--- src/rtl/instr_register_pkg.sv ---
// instr_register_pkg: shared instruction types plus scheduler read-FSM states and register depth
package instr_register_pkg;
    typedef enum logic [3:0] {ZERO, PASSA, PASSB, ADD, SUB, MULT, DIV, MOD} opcode_t;
    typedef logic signed [31:0] operand_t;
    typedef logic [4:0] address_t;
    typedef struct packed {
        opcode_t  opc;
        operand_t op_a;
        operand_t op_b;
    } instruction_t;
    typedef enum logic {RD_IDLE, RD_ADDR} rd_state_t;
    localparam int IR_DEPTH = 32;
endpackage

--- src/rtl/instr_register_sched_rr_arbiter.sv ---
// rr_arbiter: one-hot round-robin grant, searching upward from the requester after last
module rr_arbiter #(
    parameter int NUM_REQ = 4,
    localparam int IW = $clog2(NUM_REQ)
) (
    input  logic [NUM_REQ-1:0] req,
    input  logic               enable,
    input  logic [IW-1:0]      last,
    output logic [NUM_REQ-1:0] gnt,
    output logic [IW-1:0]      gnt_idx
);
    logic [IW-1:0] idx;
    logic          found;

    always_comb begin
        gnt = '0;
        gnt_idx = '0;
        found = 1'b0;
        idx = '0;
        for (int k = 1; k <= NUM_REQ; k++) begin
            idx = IW'((int'(last) + k) % NUM_REQ);
            if (enable && !found && req[idx]) begin
                gnt[idx] = 1'b1;
                gnt_idx = idx;
                found = 1'b1;
            end
        end
    end
endmodule

--- src/rtl/instr_register_sched.sv ---
// instr_register_sched: shares the instr_register write port round-robin and serves committed
// entries oldest-first over a two-cycle read port
module instr_register_sched
    import instr_register_pkg::*;
#(
    parameter int NUM_REQ = 4,
    parameter int DEPTH = IR_DEPTH,
    localparam int IW = $clog2(NUM_REQ),
    localparam int CW = $clog2(DEPTH) + 1
) (
    input  logic               clk,
    input  logic               reset,
    input  logic [NUM_REQ-1:0] req_valid,
    input  opcode_t            req_opcode    [NUM_REQ],
    input  operand_t           req_operand_a [NUM_REQ],
    input  operand_t           req_operand_b [NUM_REQ],
    output logic [NUM_REQ-1:0] req_ready,
    input  logic               rd_req,
    output logic               rd_valid,
    output instruction_t       rd_data,
    output address_t           rd_addr,
    output logic [CW-1:0]      count,
    output logic               full,
    output logic               empty,
    output logic               ir_reset_n,
    output logic               ir_load_en,
    output address_t           ir_write_pointer,
    output opcode_t            ir_opcode,
    output operand_t           ir_operand_a,
    output operand_t           ir_operand_b,
    output address_t           ir_read_pointer,
    input  instruction_t       ir_instruction_word
);
    address_t           wr_ptr, rd_ptr;
    logic [IW-1:0]      rr_last, gnt_idx;
    logic [NUM_REQ-1:0] gnt;
    logic               grant_en, hs;
    rd_state_t          rd_state;

    // a load still in flight already owns a slot, so it counts against capacity
    assign grant_en = !reset && ir_reset_n && (count + CW'(ir_load_en) < CW'(DEPTH));
    assign hs = |(gnt & req_valid);
    assign req_ready = gnt;
    assign full = count == CW'(DEPTH);
    assign empty = count == '0;

    rr_arbiter #(.NUM_REQ(NUM_REQ)) u_arb (
        .req     (req_valid),
        .enable  (grant_en),
        .last    (rr_last),
        .gnt     (gnt),
        .gnt_idx (gnt_idx)
    );

    always_ff @(posedge clk) begin
        if (reset) begin
            ir_reset_n <= 1'b0;
            ir_load_en <= 1'b0;
            ir_write_pointer <= '0;
            ir_opcode <= ZERO;
            ir_operand_a <= '0;
            ir_operand_b <= '0;
            ir_read_pointer <= '0;
            wr_ptr <= '0;
            rd_ptr <= '0;
            rr_last <= IW'(NUM_REQ - 1);
            rd_state <= RD_IDLE;
            rd_valid <= 1'b0;
            rd_data <= '0;
            rd_addr <= '0;
            count <= '0;
        end else begin
            ir_reset_n <= 1'b1;
            ir_load_en <= hs;
            rd_valid <= 1'b0;
            count <= count + CW'(ir_load_en) - CW'(rd_state == RD_ADDR);
            if (hs) begin
                ir_write_pointer <= wr_ptr;
                ir_opcode <= req_opcode[gnt_idx];
                ir_operand_a <= req_operand_a[gnt_idx];
                ir_operand_b <= req_operand_b[gnt_idx];
                wr_ptr <= wr_ptr + 1'b1;
                rr_last <= gnt_idx;
            end
            if (rd_state == RD_IDLE) begin
                if (rd_req && count != '0) begin
                    rd_state <= RD_ADDR;
                    ir_read_pointer <= rd_ptr;
                end
            end else begin
                rd_data <= ir_instruction_word;
                rd_addr <= rd_ptr;
                rd_valid <= 1'b1;
                rd_ptr <= rd_ptr + 1'b1;
                rd_state <= RD_IDLE;
            end
        end
    end
endmodule

--- config.mk ---
export PLATFORM = sky130hd
export DESIGN_NAME = instr_register_sched
export DESIGN_NICKNAME = d
export VERILOG_FILES = /design/src/rtl/instr_register_pkg.sv /design/src/rtl/instr_register_sched_rr_arbiter.sv /design/src/rtl/instr_register_sched.sv
export SDC_FILE = /design/constraint.sdc
export NUM_CORES = 1
export LEC_CHECK = 0
export ABC_AREA = 1
export CORE_AREA = 2 2 198 200
export DETAILED_ROUTE_END_ITERATION = 16
export DIE_AREA = 0 0 200 202
export SLEW_MARGIN = 20
export SYNTH_ARGS = -nofsm -noshare
export SYNTH_HDL_FRONTEND = slang
export SYNTH_SLANG_ARGS = --single-unit
--- constraint.sdc ---
create_clock -name clk -period 3.65 [get_ports clk]
set_clock_uncertainty 0.15 [all_clocks]
set_input_delay 0.73 -clock clk [delete_from_list [all_inputs] [get_ports clk]]
set_output_delay 0.73 -clock clk [all_outputs]
set_load 0.01 [all_outputs]
==> flow_metrics.py <==
metrics = {
    "status": {
        "status": "finished clean",
    },
    "placement": {
        "place_congestion": 0.929,
        "dp_slack_ps": 129,
        "dp_hpwl_um": 34500,
        "port-buffer-count": 512,
    },
    "worst_setup_path": {
        "crit_chain": "clkdlybuf4s50_1 > inv_1 > nand2_1 > o21ai_1 > o21ai_2 > buf_4 > nand3_1 > nand2_1 > nor2_2 > inv_1 > clkdlybuf4s50_1",
        "path_max_fanout": 5,
        "slowest_stage": "clkdlybuf4s50_1",
        "worst-path-buf-inv": 5,
        "end_kind": "primary output",
        "reg2reg_slack_ps": 710,
        "worst_path_dominant_cell_family": "buffers and inverters",
        "cp_slowest_stage_delay_ps": 520,
        "arrival_ps": 2600,
        "worstRegToRegCells": 18,
        "r2r-start": "rr_last[0]",
        "worst_setup_path_start_kind": "primary input",
        "cp.required_ps": 2770,
        "rr_endpoint": "ir_operand_b[8]",
        "critical_path_class": "primary input to primary output",
    },
    "floorplan": {
        "die_w_um": 200,
        "start_util_pct": 27.4,
        "num_io_pins": 513,
        "die-area_um2": 40400,
        "rows": 72,
        "die_y_um": 202,
        "core-area_um2": 38300,
    },
    "yosys": {
        "netlist_area_um2": 10500,
        "syn_inst": 1659,
        "synth_area_leaders": "dfxtp_1 (33%), nand2_1 (17%), nand3_1 (16%)",
        "synth_warnings": 0,
        "post-synth-top-area-cell": "dfxtp_1",
        "synth-seq-cells": 173,
        "synth_top_area_share_pct": 33.0,
        "synth_cell_types": 32,
        "synth.avg_cell_area_um2": 6.32,
        "ys_seq_area_share_pct": 33.0,
        "synth_nets": 2020,
    },
    "clocking": {
        "hold_buffers": 0,
        "cts_sinks": 173,
        "cts_inserted_buffers": 17,
        "cts_max_path_buffers": 2,
        "clockRootBuffer": "clkbuf_16",
        "tritoncts": "done",
        "cts_htree_levels": 4,
        "path_clk_slew_ps": 70,
        "clk_latency_ps": 440,
    },
    "sta": {
        "hold_viol_final": 0,
        "tightestPinTransition_ps": 754,
        "fin_crit_ps": 3480,
        "setup_ws_ps": 168,
        "setup_tns_ps": 0,
        "relSlewSlack_pct": 49.8,
        "rsz0062_at_grt": "no",
        "drv_slew": 0,
        "fin_crit_sh_pct": 95.4,
        "setup_viol": 0,
        "fmax_ghz": 0.287,
    },
    "layout": {
        "nFillCells": 3991,
        "mostFrequentLayoutCells": "clkdlybuf4s50_1 (511), nand2_1 (465), nand3_1 (338)",
        "seq_area_um2": 3460,
        "synthToLayoutAreaGrowth_pct": 59.5,
        "final_common_cell": "clkdlybuf4s50_1",
        "final_nets": 2485,
        "drive_above_1_share_pct": 5.85,
        "multiInputGateArea_um2": 5490,
    },
    "drt": {
        "via_count": 12200,
        "drt_drc_violations_left": 0,
        "dr.pass1.iters": 5,
        "wl_per_cell_um": 16.7,
        "ant_nets": 0,
        "vias_per_cell": 4.58,
        "wirelength_um": 44400,
        "drt_iter0_markers": 656,
    },
    "grt": {
        "grt_pass1_vias": 11900,
        "grt_pass1_wl_um": 67100,
        "grt_max_degree": 74,
        "antenna_found_initial": 7,
        "gr-total-overflow": 0,
        "grt.total_usage_pct": 21.6,
    },
    "power_and_ir_drop": {
        "switching_share_pct": 41.7,
        "intPower_mw": 6.02,
        "combPwrFrac_pct": 54.9,
        "power_frac_seq_pct": 26.6,
        "clkPwrFrac_pct": 18.6,
        "p_leak_nw": 7.83,
        "ir_drop_mv": 0.304,
        "switchingPower_mw": 4.31,
        "p_per_area_nw_per_um2": 617,
    },
    "min_path": {
        "hp-class": "flop to flop",
        "min_to": "rd_ptr[4]",
        "holdPathStages": 1,
        "min_from": "rd_ptr[4]",
    },
    "run": {
        "maxCapViolCount": 0,
    },
}
flip-flops by register name (all words and copies together) (netlist names):
register,count
count,6
ir_load_en,1
ir_opcode,4
ir_operand_a,32
ir_operand_b,32
ir_read_pointer,5
ir_reset_n,1
ir_write_pointer,5
rd_addr,5
rd_data,68
rd_ptr,5
rd_state,1
rd_valid,1
rr_last,2
wr_ptr,5
area by class of cell:
cell class	instances	area share, %
timing repair buffer	563	33.5
multi-input combinational	1129	32.8
sequential	173	20.7
inverter	240	5.41
tap	518	3.87
clock buffer	19	2.71
clock inverter	13	0.905
antenna	7	0.105
layer usage:
| metal | wire [um] | vias to the layer above | GRT usage [%] |
|---|---|---|---|
| met5 | 0 | - | 0 |
| met4 | 1480 | 0 | 8.92 |
| met3 | 2520 | 64 | 4.22 |
| met2 | 21800 | 418 | 37.0 |
| met1 | 18600 | 5568 | 26.2 |
| li1 | - | 6130 | - |
metrics by stage:
| step | power (mW) | util, % | area (um^2) | instances | hold WS [ps] |
|---|---|---|---|---|---|
| after floorplan | 5.93 | - | 10500 | 1659 | 272 |
| after global placement | 8.39 | 41.9 | 16100 | 2621 | 291 |
| after detailed placement | 8.41 | 41.9 | 16100 | 2621 | 301 |
| after CTS | 10.4 | 43.5 | 16700 | 2653 | 312 |
| after global routing | 11.1 | 43.7 | 16700 | 2662 | 328 |
| final | 10.3 | 43.7 | 16700 | 2662 | 303 |
repair_timing:
item                                    4_1_cts  5_1_grt
resized for setup                             0       10
endpoints found under the setup margin        0        4
buffers inserted                              0        1
power groups by stage:
stage | registers (mW) | logic (mW) | clock network (mW)
floorplan | 2.98 | 2.95 | 0
global placement | 2.76 | 5.63 | 0
detailed placement | 2.78 | 5.63 | 0
CTS | 2.74 | 5.67 | 1.98
global route | 2.81 | 6.25 | 2.05
finish | 2.74 | 5.66 | 1.92
cells by family (layout without fill, tap and decap cells):
family                   after synthesis  after routing  synth area share (%)
buffers and inverters                358            835                  15.4
flip-flops                           173            173                  33.0
adder cells (fa/ha/maj)               14             14                  1.67
XOR/XNOR                               6              6                 0.501
AO/OA/AOI/OAI                         71             71                  3.66
other                                  0              7                     0
AND/OR/NAND/NOR                     1037           1038                  45.8
synthesized netlist by cell type:
cell type / number
nand2_1: 470
nand3_1: 339
inv_1: 234
dfxtp_1: 173
nand3b_1: 108
nor2_1: 98
a21oi_1: 46
clkbuf_1: 36
buf_2: 33
buf_6: 22
buf_4: 16
o21ai_0: 16
ha_1: 14
buf_1: 11
nor2_2: 7
inv_2: 5
a21oi_2: 4
xor2_1: 4
nand3_2: 3
nor2_4: 3
nor3_1: 3
nand2_2: 2
nor4_1: 2
xnor2_1: 2
a31oi_1: 1
inv_4: 1
nand2_4: 1
o21ai_1: 1
o21ai_2: 1
o21bai_2: 1
o31ai_1: 1
or2_2: 1
worst max path at each step:
stage / start / endpoint / slack [ps] / cells past startpoint
floorplan: rr_last[0] / req_ready[3] / 1000 / 13
global placement: req_valid[3] / req_ready[3] / 110 / 10
detailed placement: req_valid[3] / req_ready[3] / 130 / 11
CTS: rr_last[0] / req_ready[3] / 20 / 12
global route: req_valid[1] / req_ready[3] / 0.7 / 11
finish: req_valid[0] / req_ready[3] / 170 / 11
No activity file was read; power rests on OpenSTA's default activity.
